[config.mk]
export PLATFORM = sky130hd
export DESIGN_NAME = uart_tx_arbiter_flat
export DESIGN_NICKNAME = d
export VERILOG_FILES = /design/src/rtl/la_uart_pkg.sv /design/src/rtl/uart_tx_arbiter_if.sv /design/src/rtl/uart_tx_arbiter_rr_pick.sv /design/src/rtl/uart_tx_arbiter.sv /design/src/flat_wrapper.sv
export SDC_FILE = /design/constraint.sdc
export NUM_CORES = 1
export LEC_CHECK = 0
export BUFFER_PORTS_ARGS = -buffer_cell sky130_fd_sc_hd__buf_2
export CAP_MARGIN = 20
export CORE_MARGIN = 1.5
export CORE_UTILIZATION = 54
export DETAILED_ROUTE_END_ITERATION = 7
export PLACE_DENSITY = 0.83
export SYNTH_ARGS = -nofsm -noshare
export SYNTH_HDL_FRONTEND = slang
export SYNTH_SLANG_ARGS = --single-unit
export TNS_END_PERCENT = 5
[constraint.sdc]
create_clock -name clk -period 3.83 [get_ports clk]
set_input_delay 0.766 -clock clk [delete_from_list [all_inputs] [get_ports clk]]
set_output_delay 0.766 -clock clk [all_outputs]
set_load 0.01 [all_outputs]
[src/rtl/la_uart_pkg.sv]
// la_uart_pkg: shared types and constants for the uart_tx6 arbiter slice
// Contents: arbiter state encoding, requester ceiling, default stall timeout,
// and small index helpers used by the picker and the top level.
package la_uart_pkg;
   typedef enum logic {IDLE = 1'b0, XFER = 1'b1} state_t;
   localparam int LA_MAX_REQ     = 4;
   localparam int LA_DEF_TIMEOUT = 1024;
   function automatic int la_idx_w(input int n);
      return (n < 3) ? 1 : $clog2(n);
   endfunction
   // Distance of a lane from the slot just after the previous owner, so the
   // smallest distance among requesters is the round-robin winner.
   function automatic int la_dist(input int lane, input int last, input int n);
      return (lane - last - 1 + 2 * n) % n;
   endfunction
endpackage

[src/rtl/uart_tx_arbiter_if.sv]
// uart_tx_arbiter_if: requester lanes plus uart_tx6 FIFO write port
// master: requesters and FIFO (drive req/din/din_valid/din_last/utx_buffer_full)
// slave : arbiter (drives din_ready/grant/data_tx/utx_buffer_write/busy/timeout_err)
interface uart_tx_arbiter_if #(
   parameter int NUM_REQ = 2
);
   logic [NUM_REQ-1:0]   req;
   logic [8*NUM_REQ-1:0] din;
   logic [NUM_REQ-1:0]   din_valid;
   logic [NUM_REQ-1:0]   din_last;
   logic [NUM_REQ-1:0]   din_ready;
   logic [NUM_REQ-1:0]   grant;
   logic [7:0]           data_tx;
   logic                 utx_buffer_write;
   logic                 utx_buffer_full;
   logic                 busy;
   logic                 timeout_err;
   modport master (
      output req, din, din_valid, din_last, utx_buffer_full,
      input  din_ready, grant, data_tx, utx_buffer_write, busy, timeout_err
   );
   modport slave (
      input  req, din, din_valid, din_last, utx_buffer_full,
      output din_ready, grant, data_tx, utx_buffer_write, busy, timeout_err
   );
endinterface

[src/rtl/uart_tx_arbiter_rr_pick.sv]
// rr_pick: combinational round-robin picker
// req        : per-lane request vector
// last_grant : index of the previous owner; search starts just above it
// win_oh     : one-hot winner (zero when nothing requests)
// win_idx    : winner index (zero when nothing requests)
module rr_pick
   import la_uart_pkg::*;
#(
   parameter int NUM_REQ = 2,
   localparam int IW     = la_idx_w(NUM_REQ)
) (
   input  logic [NUM_REQ-1:0] req,
   input  logic [IW-1:0]      last_grant,
   output logic [NUM_REQ-1:0] win_oh,
   output logic [IW-1:0]      win_idx
);
   logic [IW:0] w_best;
   always_comb begin
      win_oh  = '0;
      win_idx = '0;
      w_best  = '1;
      for (int i = 0; i < NUM_REQ; i++) begin
         if (req[i] && (IW+1)'(la_dist(i, int'(last_grant), NUM_REQ)) < w_best) begin
            w_best     = (IW+1)'(la_dist(i, int'(last_grant), NUM_REQ));
            win_oh     = '0;
            win_oh[i]  = 1'b1;
            win_idx    = IW'(i);
         end
      end
   end
endmodule

[src/rtl/uart_tx_arbiter.sv]
// uart_tx_arbiter: packet-level round-robin sharing of the uart_tx6 FIFO
// clk         : system clock
// btnCpuReset : asynchronous active-low reset
// bus         : requester lanes (req/din/din_valid/din_last/din_ready/grant)
//               and FIFO port (data_tx/utx_buffer_write/utx_buffer_full),
//               plus busy and the one-cycle timeout_err pulse
module uart_tx_arbiter
   import la_uart_pkg::*;
#(
   parameter int NUM_REQ = 2,
   parameter int TIMEOUT = LA_DEF_TIMEOUT
) (
   input logic              clk,
   input logic              btnCpuReset,
   uart_tx_arbiter_if.slave bus
);
   localparam int IW = la_idx_w(NUM_REQ);
   localparam int CW = $clog2(TIMEOUT);

   state_t             r_state, w_state_nx;
   logic [NUM_REQ-1:0] r_grant, w_grant_nx;
   logic [IW-1:0]      r_gidx, w_gidx_nx;
   logic [IW-1:0]      r_last, w_last_nx;
   logic [CW-1:0]      r_cnt, w_cnt_nx;
   logic               r_terr, w_terr_nx;
   logic [7:0]         r_data;
   logic               r_wr;

   logic [NUM_REQ-1:0] w_pick_oh;
   logic [IW-1:0]      w_pick_idx;
   logic [NUM_REQ-1:0] w_ready;
   logic [7:0]         w_byte;
   logic               w_hs, w_last_hs, w_abort, w_tick, w_to;

   rr_pick #(.NUM_REQ(NUM_REQ)) u_pick (
      .req        (bus.req),
      .last_grant (r_last),
      .win_oh     (w_pick_oh),
      .win_idx    (w_pick_idx)
   );

   // Ready is withheld the cycle after a write so buffer_full can catch up.
   assign w_ready   = (r_state == XFER && !bus.utx_buffer_full && !r_wr) ? r_grant : '0;
   assign w_hs      = |(w_ready & bus.din_valid);
   assign w_last_hs = w_hs && |(r_grant & bus.din_last);
   assign w_abort   = r_state == XFER && !(|(r_grant & bus.req));
   // Only cycles where the owner could have sent but did not count as stall.
   assign w_tick    = |(w_ready & ~bus.din_valid);
   assign w_to      = w_tick && r_cnt == CW'(TIMEOUT - 1);

   always_comb begin
      w_byte = '0;
      for (int i = 0; i < NUM_REQ; i++)
         w_byte = w_byte | (bus.din[8*i +: 8] & {8{r_grant[i]}});
   end

   always_comb begin
      w_state_nx = r_state;
      w_grant_nx = r_grant;
      w_gidx_nx  = r_gidx;
      w_last_nx  = r_last;
      w_cnt_nx   = r_cnt;
      w_terr_nx  = 1'b0;
      if (r_state == IDLE) begin
         if (|bus.req) begin
            w_state_nx = XFER;
            w_grant_nx = w_pick_oh;
            w_gidx_nx  = w_pick_idx;
            w_cnt_nx   = '0;
         end
      end else if (w_last_hs || w_abort || w_to) begin
         w_state_nx = IDLE;
         w_grant_nx = '0;
         w_last_nx  = r_gidx;
         w_cnt_nx   = '0;
         // A last-byte handshake never coincides with a stall tick, so only
         // the abort has to mask the error pulse.
         w_terr_nx  = w_to && !w_abort;
      end else if (w_hs) begin
         w_cnt_nx   = '0;
      end else if (w_tick) begin
         w_cnt_nx   = r_cnt + 1'b1;
      end
   end

   always_ff @(posedge clk or negedge btnCpuReset) begin
      if (!btnCpuReset) begin
         r_state <= IDLE;
         r_grant <= '0;
         r_gidx  <= '0;
         r_last  <= IW'(NUM_REQ - 1);
         r_cnt   <= '0;
         r_terr  <= 1'b0;
         r_data  <= 8'h00;
         r_wr    <= 1'b0;
      end else begin
         r_state <= w_state_nx;
         r_grant <= w_grant_nx;
         r_gidx  <= w_gidx_nx;
         r_last  <= w_last_nx;
         r_cnt   <= w_cnt_nx;
         r_terr  <= w_terr_nx;
         r_wr    <= w_hs;
         if (w_hs) r_data <= w_byte;
      end
   end

   assign bus.din_ready        = w_ready;
   assign bus.grant            = r_grant;
   assign bus.data_tx          = r_data;
   assign bus.utx_buffer_write = r_wr;
   assign bus.busy             = |r_grant;
   assign bus.timeout_err      = r_terr;
endmodule

[src/flat_wrapper.sv]
// flat-port wrapper written by rule: the top's interface ports become plain ports
module uart_tx_arbiter_flat import la_uart_pkg::*;
#(
   parameter int NUM_REQ = 2,
   parameter int TIMEOUT = LA_DEF_TIMEOUT
)
  (clk, btnCpuReset, bus_req, bus_din, bus_din_valid, bus_din_last, bus_utx_buffer_full, bus_din_ready, bus_grant, bus_data_tx, bus_utx_buffer_write, bus_busy, bus_timeout_err);
  uart_tx_arbiter_if #(.NUM_REQ(NUM_REQ)) bus_i ();
  input logic clk;
  input logic btnCpuReset;
  input wire logic [$bits(bus_i.req)-1:0] bus_req;
  input wire logic [$bits(bus_i.din)-1:0] bus_din;
  input wire logic [$bits(bus_i.din_valid)-1:0] bus_din_valid;
  input wire logic [$bits(bus_i.din_last)-1:0] bus_din_last;
  input wire logic [$bits(bus_i.utx_buffer_full)-1:0] bus_utx_buffer_full;
  output wire logic [$bits(bus_i.din_ready)-1:0] bus_din_ready;
  output wire logic [$bits(bus_i.grant)-1:0] bus_grant;
  output wire logic [$bits(bus_i.data_tx)-1:0] bus_data_tx;
  output wire logic [$bits(bus_i.utx_buffer_write)-1:0] bus_utx_buffer_write;
  output wire logic [$bits(bus_i.busy)-1:0] bus_busy;
  output wire logic [$bits(bus_i.timeout_err)-1:0] bus_timeout_err;
  assign bus_i.req = bus_req;
  assign bus_i.din = bus_din;
  assign bus_i.din_valid = bus_din_valid;
  assign bus_i.din_last = bus_din_last;
  assign bus_i.utx_buffer_full = bus_utx_buffer_full;
  assign bus_din_ready = bus_i.din_ready;
  assign bus_grant = bus_i.grant;
  assign bus_data_tx = bus_i.data_tx;
  assign bus_utx_buffer_write = bus_i.utx_buffer_write;
  assign bus_busy = bus_i.busy;
  assign bus_timeout_err = bus_i.timeout_err;
  uart_tx_arbiter #(.NUM_REQ(NUM_REQ), .TIMEOUT(TIMEOUT)) u_core (.clk(clk), .btnCpuReset(btnCpuReset), .bus(bus_i));
endmodule
Word level (Yosys, flattened, before mapping). Index checks and enable logic that the tools add are counted.

$add $sub $neg: 7. Magnitude comparators: 2. Equality and inequality tests: 3. Mux-type cells: 18. Bitwise gates (word level): 11. Reductions and logical operators: 25.

Operators by type and width (number): 2-to-1 mux 10 bit (5); bitwise AND 8 bit (2); 2-to-1 mux 2 bit (6); OR reduction 2 bit (6); adder 10 x 1 -> 10 bit, second input constant (1); adder 3 x 4 -> 5 bit, second input constant (2); == test 10 bit, second input constant (1); bitwise AND 2 bit (4); logical AND 1 bit (8); bitwise OR 8 bit (1); AND reduction 2 bit (4); 2-to-1 mux 1 bit (7); subtractor 2 x 2 -> 3 bit, second input constant (2); zero test 1 bit (4); inequality test 4 bit, second input constant (1); subtractor 1 x 1 -> 2 bit, first input constant (2); bitwise AND 1 bit (2); logical OR 1 bit (2); less-than comparator 2 bit (1); less-than comparator 2 bit, second input constant (1); inequality test 2 bit, second input constant (1); NOT 2 bit (1); nonzero test 2 bit (1); NOT 1 bit (1).

Register bits after elaboration: 25. Input port bits: 25. Output and inout bits: 15. Word-level logic and storage cells: 74.

Depth between registers and ports, before layout.
Word-level depth: 12. Gate-level depth with buffers: 7. Depth with buffers taken out: 6.

Hierarchy. Synthesis repeated with hierarchy kept, for this count alone.

Cell total of the unflattened synthesis: 138. Area total of the unflattened synthesis: 1308.8 µm².

By module, submodules not included: uart_tx_arbiter (times used 1, cells each 134, area each 1282.5 µm²); rr_pick (times used 1, cells each 4, area each 26.3 µm²).

Least setup slack after synthesis. No wires, ideal clock.

Kind: in2reg. From: input port bus_din_valid[0]. To: register u_core.r_cnt[4]. Arrival time: 1.928 ns. Required time: 3.709 ns. Slack: 1.781 ns. Stages: 6. Buffers on the path: 1. Path through: nand2b_1 -> a2111oi_4 -> o31ai_2 -> buf_6 -> a21o_1 -> a22o_1.

Cells in the longest elaborated chain, start to end: 7. Elaborated cells on any way between the ends: 14. Those cells by class: eq/ne (1); mux (3); bitwise (3); reduce/logical (7).

RTL lines: start: declaration (RTL line flat_wrapper.sv:13) `input wire logic [$bits(bus_i.din_valid)-1:0] bus_din_valid;`; bitwise AND 2 bit / NOT 2 bit (equally long branches) (RTL line uart_tx_arbiter.sv:44, uart_tx_arbiter.sv:48); OR reduction 2 bit / bitwise AND 2 bit (equally long branches) (RTL line uart_tx_arbiter.sv:44, uart_tx_arbiter.sv:48); logical AND 1 bit / OR reduction 2 bit (equally long branches) (RTL line uart_tx_arbiter.sv:45, uart_tx_arbiter.sv:48); logical OR 1 bit / logical AND 1 bit (equally long branches) (RTL line uart_tx_arbiter.sv:71, uart_tx_arbiter.sv:49); logical OR 1 bit (RTL line uart_tx_arbiter.sv:71) `end else if (w_last_hs || w_abort || w_to) begin`; inequality test 4 bit (no line) / 2-to-1 mux 10 bit (equally long branches); AND reduction 2 bit (no line) / 2-to-1 mux 10 bit (equally long branches); end signal: assignment (RTL line uart_tx_arbiter.sv:101) `r_cnt <= w_cnt_nx;`; end: declaration (RTL line uart_tx_arbiter.sv:24) `logic [CW-1:0] r_cnt, w_cnt_nx;`.

Several ways; a longest one is shown, not always the timed one. A chain may end at the register's enable or synchronous reset.

Worst setup path in the final report.
From: register u_core.r_grant[0] (netlist: u_core.bus.grant[0]). To: register u_core.r_cnt[5].

Cells in the longest elaborated chain, start to end: 8. Elaborated cells on any way between the ends: 20. Those cells by class: eq/ne (1); mux (4); bitwise (4); reduce/logical (11).

RTL lines: start: declaration (RTL line uart_tx_arbiter.sv:21) `logic [NUM_REQ-1:0] r_grant, w_grant_nx;`; start signal: assignment (RTL line uart_tx_arbiter.sv:98) `r_grant <= w_grant_nx;`; 2-to-1 mux 2 bit / bitwise AND 2 bit (equally long branches) (RTL line uart_tx_arbiter.sv:43, uart_tx_arbiter.sv:46); bitwise AND 2 bit / OR reduction 2 bit (equally long branches) (RTL line uart_tx_arbiter.sv:44, uart_tx_arbiter.sv:46); OR reduction 2 bit / zero test 1 bit (equally long branches) (RTL line uart_tx_arbiter.sv:44, uart_tx_arbiter.sv:46); logical AND 1 bit (on tied branches) (RTL line uart_tx_arbiter.sv:45, uart_tx_arbiter.sv:46); logical OR 1 bit (2 in series) (RTL line uart_tx_arbiter.sv:71); inequality test 4 bit (no line) / 2-to-1 mux 10 bit (equally long branches); AND reduction 2 bit (no line) / 2-to-1 mux 10 bit (equally long branches).

Several ways; a longest one is shown, not always the timed one.

==> flow_summary.ini <==
[clock_tree]
cts-buffers-inserted = 3
cts_sinks = 25
cts-root-buf = clkbuf_4
htree_num_levels = 1
ctsResizeCount = 0
clockBufferDepth = 2
cts_tree = done
clk_latency_ps = 320
path_clk_slew_ps = 130
cts_hold_buf = 0
postCtsSetupBuffers = 0

[synth]
synth.distinct_cells = 32
synthCells = 137
ys_seq_elements = 25
synth_ff_type = dfrtp_1
synthMostInstantiatedCell = dfrtp_1
ys_warn_count = 0
syn_avg_cell_area_um2 = 9.57
synth_edf_count = 0
synth-async-reset-ratio_pct = 100
synth_top_area_share_pct = 45.8
synth.area.top_cells = dfrtp_1 (46%), a22o_1 (6.0%), a22oi_1 (5.7%)
syn_nets = 163
ys_seq_area_share_pct = 47.8
synthTopCellsByCount = dfrtp_1 (24), nor2_1 (19), nand2_1 (13)
syn_area_mm2 = 0.00131
synth_top_area_cell = dfrtp_1

[pwr]
peakVddDrop_mv = 0.558
power_density_mw_per_mm2 = 632
leakage_uw = 0.000751

[sta]
min_period_ps = 2360
setup_viol = 0
clock_skew_ps = 6.35
slew_headroom_pct = 53.3
worst_pin_slew_ps = 696
hold_violations = 0
rsz0062_at_grt = no
fin_setup_tns_ps = 0
slew_violations = 0
period_share_pct = 61.6
max_clock_freq_mhz = 424
fin_hold_ws_ps = 406

[setup_path]
crit_fanout = 16
cp_top_family = compound AO/OA/AOI/OAI gates
max_stage_delay_ps = 690
slowest_stage = dfrtp_1
critPathBufInv = 0
critPathKind = flop to flop
crit_path_start_kind = flop
required_ps = 4090
cp_data_arrival_time_ps = 2620
cp-end-kind = flop
cpMostUsedCell = a22o_1
path_cells = a22o_1, nand2_1, o31ai_2, nor2b_1, a22o_1

[placed_design]
port_buffers = 39
place_congestion = 0.838
hpwlAfterDp_um = 2030

[die]
core_area_mm2 = 0.00225
die-width_um = 52.3
fp.dieH_um = 52.3
fp-row-count = 17
dieArea_mm2 = 0.00273
start_util_pct = 58.2
io_pins = 40

[cells_and_area]
nFillCells = 186
areaGrowthSynthToFinish_pct = 17.2
antenna_cells = 0
drive_gt1_share_pct = 30.5
fin_nets = 201

[grt]
grt.total_usage_pct = 22.6
grt_pass1_vias = 1074
gr-total-overflow = 0
antenna_found_initial = 0
grt_max_degree = 26
grt_pass1_wl_um = 4510

[min_path]
hp-class = input pin to async pin

[outcome]
status = complete, no violations

[detailed_routing]
drt_iter0_markers = 22
avgRoutedWirePerCell_um = 13.2
dr_total_vias = 1144
drc = 0
finalWirelength_um = 2680
dr.pass1.iters = 4
ant_nets = 0
via_per_inst = 5.66

[job]
maxCapViolations = 0
-- cell families after synthesis --
group | synth area share, %
multiplexers | 0.859
adder cells (fa/ha/maj) | 0.954
buffers and inverters | 3.91
AO/OA/AOI/OAI | 25.9
flip-flops | 47.8
AND/OR/NAND/NOR | 20.6
-- final cells by class --
| class | instances | area (um^2) | share of cell area, % |
|---|---|---|---|
| inverters | 5 | 18.8 | 1.22 |
| flip-flops and latches | 25 | 627 | 40.8 |
| multi-input cells | 101 | 633 | 41.2 |
| clock inverters | 1 | 5.00 | 0.326 |
| well taps | 28 | 35.0 | 2.28 |
| clock buffers | 3 | 22.5 | 1.47 |
| repair buffers | 39 | 195 | 12.7 |
-- through the flow --
step | area [um^2] | setup WS (ps) | total power [uW] | util (%) | std cells
6_report | 1540 | 1470 | 971 | 68.1 | 202
5_1_grt | 1540 | 1310 | 1050 | 68.1 | 202
4_1_cts | 1540 | 1460 | 982 | 68.1 | 202
3_5_place_dp | 1510 | 1350 | 866 | 66.9 | 198
3_3_place_gp | 1510 | 1460 | 843 | 66.9 | 198
2_1_floorplan | 1310 | 1780 | 740 | - | 137
-- layout by cell type, fill, tap and decap left out --
cell type and instances:
nand3_2 1, clkbuf_4 3, o21ai_1 2, clkinv_2 1, a22oi_1 10, inv_1 5
nor2b_1 3, nand4_1 1, and2_1 3, a2111oi_4 1, or2_2 4, a22o_1 9
a31oi_1 1, mux2_1 1, dfrtp_1 24, a221oi_2 1, nand3_1 2, buf_2 39
o31ai_2 1, nand3b_1 1, ha_1 1, nor3b_2 1, nand2_1 13, nor2_1 19
dfstp_2 1, nand2b_1 4, or3_1 1, a21o_1 6, nor3_1 2, a21oi_1 11
o22ai_1 1, o31ai_1 1
-- path summary, 6_finish.rpt --
check                               startpoint               to  slack, ps  cells past startpoint
max                        u_core.bus.grant[0]  u_core.r_cnt[5]       1470                      5
max reg2reg                u_core.bus.grant[0]  u_core.r_cnt[5]       1470                      5
max in group asynchronous          btnCpuReset    u_core.r_last       3060                      1
min reg2reg                      u_core.r_gidx    u_core.r_gidx        510                      2
min                                btnCpuReset  u_core.r_cnt[5]        410                      1
min in group clk                 u_core.r_gidx    u_core.r_gidx        510                      2
-- per-layer routing --
layer	part of all wire, %	global-route usage [%]	wire length (um)	up-vias
met5	0	0	0	-
met4	2.1	12.0	57	0
met3	3.7	4.00	100	7
met2	51	39.7	1350	23
met1	44	26.1	1170	550
li1	-	-	-	564
-- report_power, final --
group          total, uW  switching, uW  internal [uW]
sequential           430           84.3            345
clock                112           72.9           39.1
combinational        429            233            195
-- state kept, by name, indices dropped and copies added (netlist names) --
signal,flops
u_core.bus.data_tx,8
u_core.bus.grant,2
u_core.bus.timeout_err,1
u_core.bus.utx_buffer_write,1
u_core.r_cnt,10
u_core.r_gidx,1
u_core.r_last,1
u_core.r_state,1
No activity file was read; power rests on OpenSTA's default activity.
